[src/rtl/xc_wb_pipe.sv]
// rtl/xc_wb_pipe.sv - two-entry result pipeline feeding the forwarding register file
// S0/S1 buffer execute results, S2 drives the write port; pending loads complete in S1.
module xc_wb_pipe #(
  parameter int XLEN = 32
) (
  input  logic            clock,
  input  logic            resetn,
  input  logic            flush,
  input  logic            in_valid,
  output logic            in_ready,
  input  logic            in_wen,
  input  logic            in_pend,
  input  logic [4:0]      in_addr,
  input  logic [XLEN-1:0] in_wdata,
  input  logic            mem_rsp_valid,
  output logic            mem_rsp_ready,
  input  logic [XLEN-1:0] mem_rsp_data,
  input  logic [4:0]      rs1_addr,
  input  logic [4:0]      rs2_addr,
  input  logic [4:0]      rs3_addr,
  output logic            hz_rs1,
  output logic            hz_rs2,
  output logic            hz_rs3,
  output logic            fwd_0_wen,
  output logic [4:0]      fwd_0_addr,
  output logic [XLEN-1:0] fwd_0_wdata,
  output logic            fwd_1_wen,
  output logic [4:0]      fwd_1_addr,
  output logic [XLEN-1:0] fwd_1_wdata,
  output logic            rd_wen,
  output logic [4:0]      rd_addr,
  output logic [XLEN-1:0] rd_wdata
);

  typedef struct packed {
    logic            valid;
    logic            wen;
    logic            pend;
    logic [4:0]      addr;
    logic [XLEN-1:0] data;
  } stage_t;

  stage_t s0, s1, s2;
  stage_t s0_nxt, s1_nxt, s2_nxt;
  logic   s1_adv, s1_accept, s0_adv, in_xfer;

  assign s1_adv        = s1.valid & (~s1.pend | mem_rsp_valid);
  assign s1_accept     = ~s1.valid | s1_adv;
  assign s0_adv        = s0.valid & s1_accept;
  assign in_ready      = resetn & (~s0.valid | s0_adv);
  assign in_xfer       = in_valid & in_ready & ~flush;
  assign mem_rsp_ready = resetn & s1.valid & s1.pend;

  always_comb begin
    s0_nxt = s0;
    s1_nxt = s1;
    s2_nxt = '0;
    if (s1_adv) begin
      s2_nxt      = s1;
      s2_nxt.pend = 1'b0;
      if (s1.pend) s2_nxt.data = mem_rsp_data;
    end
    if (s0_adv)      s1_nxt = s0;
    else if (s1_adv) s1_nxt = '0;
    // Flush only drops an S0 entry that is not already committed by an advance.
    if (in_xfer) begin
      s0_nxt.valid = 1'b1;
      s0_nxt.wen   = in_wen;
      s0_nxt.pend  = in_pend;
      s0_nxt.addr  = in_addr;
      s0_nxt.data  = in_pend ? {XLEN{1'b0}} : in_wdata;
    end else if (s0_adv | flush) begin
      s0_nxt = '0;
    end
  end

  always_ff @(posedge clock) begin
    if (!resetn) begin
      s0 <= '0;
      s1 <= '0;
      s2 <= '0;
    end else begin
      s0 <= s0_nxt;
      s1 <= s1_nxt;
      s2 <= s2_nxt;
    end
  end

  // The register file matches on address alone, so a non-forwarding stage must present address 0.
  assign fwd_0_wen   = s0.valid & s0.wen & ~s0.pend & (|s0.addr);
  assign fwd_0_addr  = fwd_0_wen ? s0.addr : 5'd0;
  assign fwd_0_wdata = fwd_0_wen ? s0.data : {XLEN{1'b0}};
  assign fwd_1_wen   = s1.valid & s1.wen & ~s1.pend & (|s1.addr);
  assign fwd_1_addr  = fwd_1_wen ? s1.addr : 5'd0;
  assign fwd_1_wdata = fwd_1_wen ? s1.data : {XLEN{1'b0}};

  assign rd_wen   = s2.valid & s2.wen & (|s2.addr);
  assign rd_addr  = s2.addr;
  assign rd_wdata = s2.data;

  // A younger ready S0 writer to the same register shadows an older pending S1 load.
  function automatic logic hazard(input logic [4:0] rs);
    logic s0_match, s1_match;
    s0_match = s0.valid & s0.wen & (s0.addr == rs);
    s1_match = s1.valid & s1.wen & (s1.addr == rs);
    return resetn & (|rs) & ((s0_match & s0.pend) | (s1_match & s1.pend & ~(s0_match & ~s0.pend)));
  endfunction

  assign hz_rs1 = hazard(rs1_addr);
  assign hz_rs2 = hazard(rs2_addr);
  assign hz_rs3 = hazard(rs3_addr);

endmodule

[config.mk]
export PLATFORM = sky130hd
export DESIGN_NAME = xc_wb_pipe
export DESIGN_NICKNAME = d
export VERILOG_FILES = /design/src/rtl/xc_wb_pipe.sv
export SDC_FILE = /design/constraint.sdc
export NUM_CORES = 1
export LEC_CHECK = 0
export CAP_MARGIN = 0
export CORE_MARGIN = 5
export CORE_UTILIZATION = 39
export DETAILED_ROUTE_END_ITERATION = 8
export HOLD_SLACK_MARGIN = 0.06
export PLACE_DENSITY = 0.72
export SYNTH_ARGS = -nofsm -noshare
export SYNTH_HDL_FRONTEND = slang
export SYNTH_SLANG_ARGS = --single-unit
[constraint.sdc]
create_clock -name clock -period 3.47 [get_ports clock]
set_clock_uncertainty 0.05 [all_clocks]
set_input_delay 0.694 -clock clock [delete_from_list [all_inputs] [get_ports clock]]
set_output_delay 0.694 -clock clock [all_outputs]
set_load 0.02 [all_outputs]
## After elaboration in Yosys (flattened, before gate mapping)

Cells that the tools add are included.

| cells by class | value |
|---|---|
| equal/unequal tests | 6 |
| reductions and logical operators | 9 |
| multiplexer cells | 10 |
| bitwise operators | 54 |

Operators with widths:

| cell | count |
|---|---|
| 40-bit two-way mux | 4 |
| 32-bit two-way mux | 4 |
| 1-bit bitwise AND | 39 |
| 5-bit equality test | 6 |
| 5-bit OR reduction | 6 |
| 5-bit two-way mux | 2 |
| 1-bit inverter | 8 |
| 1-bit OR | 7 |
| 2-bit nonzero test | 2 |
| 2-bit AND reduction | 1 |

| storage, ports and cells | value |
|---|---|
| input bits | 91 |
| output and inout bits | 119 |
| word-level logic and storage cells | 93 |
| register bits after elaboration | 119 |

## Logic depth before layout (Yosys ltp)

| logic depth | value |
|---|---|
| word-level depth | 10 |
| gate-level depth with buffers | 8 |
| gate-level depth less buffers | 5 |

## Least setup slack after synthesis

No wires, ideal clock.

| timing path | value |
|---|---|
| path kind | flip-flop to output port |
| start point | register s0[32] in the netlist's numbering |
| end point | output port fwd_0_wdata[22] |
| path buffers | 2 |
| cell stages (with the launch flop) | 6 |
| arrival | 1565 ps |
| data required time | 2726 ps |
| setup slack | 1161 ps |
| cell sequence | dfxtp_1 > buf_2 > or4_1 > o21a_1 > buf_2 > and2_1 |

| on the way | value |
|---|---|
| longest elaborated chain between the ends | 3 |

RTL lines:

| what | line | source |
|---|---|---|
| from (decl) | 43 | `stage_t s0, s1, s2;` |
| from (signal assigned) | 83 | `s0 <= s0_nxt;` |
| 5-bit OR reduction | 90 | `assign fwd_0_wen = s0.valid & s0.wen & ~s0.pend & (\|s0.addr);` |
| 1-bit bitwise AND | 90 |  |
| named net fwd_0_wen | 24 | `output logic fwd_0_wen,` |
| 32-bit two-way mux | 92 | `assign fwd_0_wdata = fwd_0_wen ? s0.data : {XLEN{1'b0}};` |
| to (decl) | 26 | `output logic [XLEN-1:0] fwd_0_wdata,` |

The timed path passes the listed nets, and every way through them passes these cells.

## Final worst setup path

| timing path | value |
|---|---|
| start point | input port rs3_addr[2] |
| end point | output port hz_rs3 |

| on the way | value |
|---|---|
| longest elaborated chain between the ends | 7 |
| elaborated cells between the ends (all ways) | 13 |
| those cells by class | 2 x eq/ne; 10 x bitwise; 1 x reduce/logical |

RTL lines:

| what | line | source |
|---|---|---|
| from (decl) | 20 | `input logic [4:0] rs3_addr,` |
| 5-bit equality test | 104 | `s0_match = s0.valid & s0.wen & (s0.addr == rs);` |
| 1-bit bitwise AND | 104 |  |
| 1-bit bitwise AND | 106 | `return resetn & (\|rs) & ((s0_match & s0.pend) \| (s1_match & s1.pend & ~(s0_match & ~s0.pend)));` |
| 1-bit inverter | 106 |  |
| 1-bit bitwise AND | 106 |  |
| 1-bit OR | 106 |  |
| 1-bit bitwise AND (*) | 106 |  |
| to (decl) | 23 | `output logic hz_rs3,` |

Mark *: on every way between the ends. The rest lies on a longest branch, timed or not.

==> flow_summary.toml <==
[layout]
multi_input_area_um2 = 2694
drive_gt1_share_pct = 8.719
nFillCells = 1184
nNetsFinal = 835
diodes = 0
syn2layout_area_growth_pct = 45.62
design_area_um2 = 8152
final-seq-area_um2 = 2385

[synthesis]
ys.flop_type = "dfxtp_1"
synth.distinct_cells = 33
ys_seq_elements = 119
syn-num-nets = 680
syn_area_um2 = 5598
synth_area_leaders = "dfxtp_1 43%, and2_1 9.2%, a22oi_1 8.9%, nor2b_1 8.8%, mux2i_1 6.3%"
synth_area_per_cell_um2 = 9.504
yosysMostFrequentCell = "dfxtp_1"
synthCells = 589
yosys_warnings = 0
synth-edff-count = 0
ys_async_sr_fraction_pct = 0
synth_area_leader_cell = "dfxtp_1"
synth.top_cell.area_share_pct = 42.56
synth_top_cells_by_count = "119 x dfxtp_1, 82 x and2_1, 79 x nor2b_1"
ys_seq_area_share_pct = 42.56

[clocking]
cts.hold.buffers_added = 0
cts_tree = "done"
clkSinkCount = 119
cts-buffers-inserted = 17
root_buffer = "clkbuf_16"
clkTransAtPathRegs_ps = 60
cts-htree-levels = 4
insertion_delay_ps = 420
post_cts_buffers = 0
clockBufferDepth = 2

[place]
gp_congestion = 0.7833
portBuffers = 209
placed_area_um2 = 7496
dp_hpwl_um = 12000

[critical_path]
crit_chain = "clkdlybuf4s50_1, xnor2_1, nand4_1, nor3_1, mux2i_1, nor2_1, clkdlybuf4s50_1"
start_kind = "primary input"
cpPeakStageDelay_ps = 610
crit_path_end_kind = "primary output"
cp_max_fo = 3
worstSetupPathType = "primary input to primary output"
cp_common_cell = "clkdlybuf4s50_1"
slowest_stage = "clkdlybuf4s50_1"
worstPathRequired_ps = 2730
worstPathArrival_ps = 2590

[flow_run]
drv_cap = 0

[sta]
hold_violations = 0
period_needed_ps = 3334
worstMarginPinSlew_ps = 1133
max_freq_mhz = 299.9
tns_ps = 0
fin_crit_sh_pct = 96.09
slew_headroom_pct = 24.16
finalMaxSlewViolations = 0
setup_violations = 0
rsz0062_at_grt = "no"

[grt]
grt_pass1_vias = 4845
antenna_found_initial = 0
grt_pass1_wl_um = 25570
grt_max_degree = 53
grt-ovfl-total = 0
grt.total_usage_pct = 19.56

[drt]
detail-route-antenna-nets = 0
remaining_drc_errors = 0
vias = 4729
wl_met2_um = 8363
wl_per_cell_um = 17.84
wl_met1_um = 6773
wirelength_um = 16720
viasPerCell = 5.047
dr_wl_met3_um = 1273
initialDrtViolationCount = 287
drt-pass1-iter-count = 5
top_layer_used = "met4"

[floorplan]
pin_count = 210
die_w_um = 129.8
initial_core_util_pct = 40.02
die_h_um = 129.8
rows = 43
core_area_um2 = 13990
dieArea_um2 = 16850

[power_and_ir_drop]
leakage_nw = 2.740
vdd_ir_drop_max_uv = 368.1
p_per_area_nw_per_um2 = 436.3

[worst_hold_path]
hold_path.class = "flip-flop to flip-flop"

[run_status]
status = "completed"
final cells by class:
type	count	share of cell area, %
timing repair buffer	223	26.89
clock inverter	15	2.778
multi-input combinational	382	33.05
inverter	1	0.04605
tap	180	2.763
clock buffer	17	5.219
sequential	119	29.26
stage by stage:
step                setup slack, ps  hold slack [ps]  utilization [%]  power, mW  cells
floorplan                      1161            410.4                -      1.510    589
global route                  15.01            485.5            58.27      3.677    937
global placement              223.2            439.5            53.59      1.641    905
detailed placement            140.0            447.1            53.59      1.647    905
finish                        135.6            464.3            58.27      3.557    937
CTS                           58.57            464.4            58.26      3.590    937
placed cells by master, fill, tap and decap left out, drive strengths merged, types with 3 or more instances in the layout:
master / instances
clkdlybuf4s50: 208
dfxtp: 119
and2: 82
nor2b: 79
a22oi: 78
nor2: 38
mux2i: 35
xnor2: 21
clkbuf: 17
buf: 15
xor2: 9
nor3: 7
nand4: 6
or4: 5
bufinv: 5
clkinv: 5
o21ai: 4
o21a: 3
nand2: 3
clkinvlp: 3
inv: 3
where the power goes:
group | leakage, nW | internal, mW | switching, mW | total, mW
registers | 0.960 | 1.38 | 0.0125 | 1.39
logic | 1.47 | 0.137 | 0.0921 | 0.229
clock network | 0.310 | 1.28 | 0.664 | 1.94
total | 2.74 | 2.79 | 0.768 | 3.56
flip-flops by register name, summed over array words and instances (netlist names):
name	cells
s0	40
s1	40
rd_wdata	32
rd_addr	5
s2	2
cells by family after synthesis:
logic type	share of synthesized area (%)
AOI/OAI and AO/OA	12.56
xor gates and xnor gates	4.694
buffers and inverters	9.723
DFF	42.56
muxes	6.258
and+or+nand+nor	24.21
worst max-delay path: cells and delay by family:
| family | cells | cell delay (ps) |
|---|---|---|
| xor gates and xnor gates | 1 | 140 |
| buffers and inverters | 2 | 1160 |
| muxes | 1 | 120 |
| and+or+nand+nor | 3 | 480 |
what timing repair did:
action | in CTS | in global routing
setup endpoints to repair | 11 | 9
gates cloned | 0 | 0
resized for setup | 1 | 1
final timing paths:
kind,start,to,slack [ps],depth (start not counted)
worst max-delay path,rs3_addr[2],hz_rs3,140,7
worst max register to register,s1[37],s0[26],930,7
worst min-delay path,s1[16],rd_wdata[16],460,2
worst min register to register,s1[16],rd_wdata[16],460,2
layer usage:
layer	vias up	track usage, %
li1	2268	-
met1	2273	22.56
met2	160	34.09
met3	28	6.508
met4	0	6.601
met5	-	0
No activity file was read; power rests on OpenSTA's default activity.
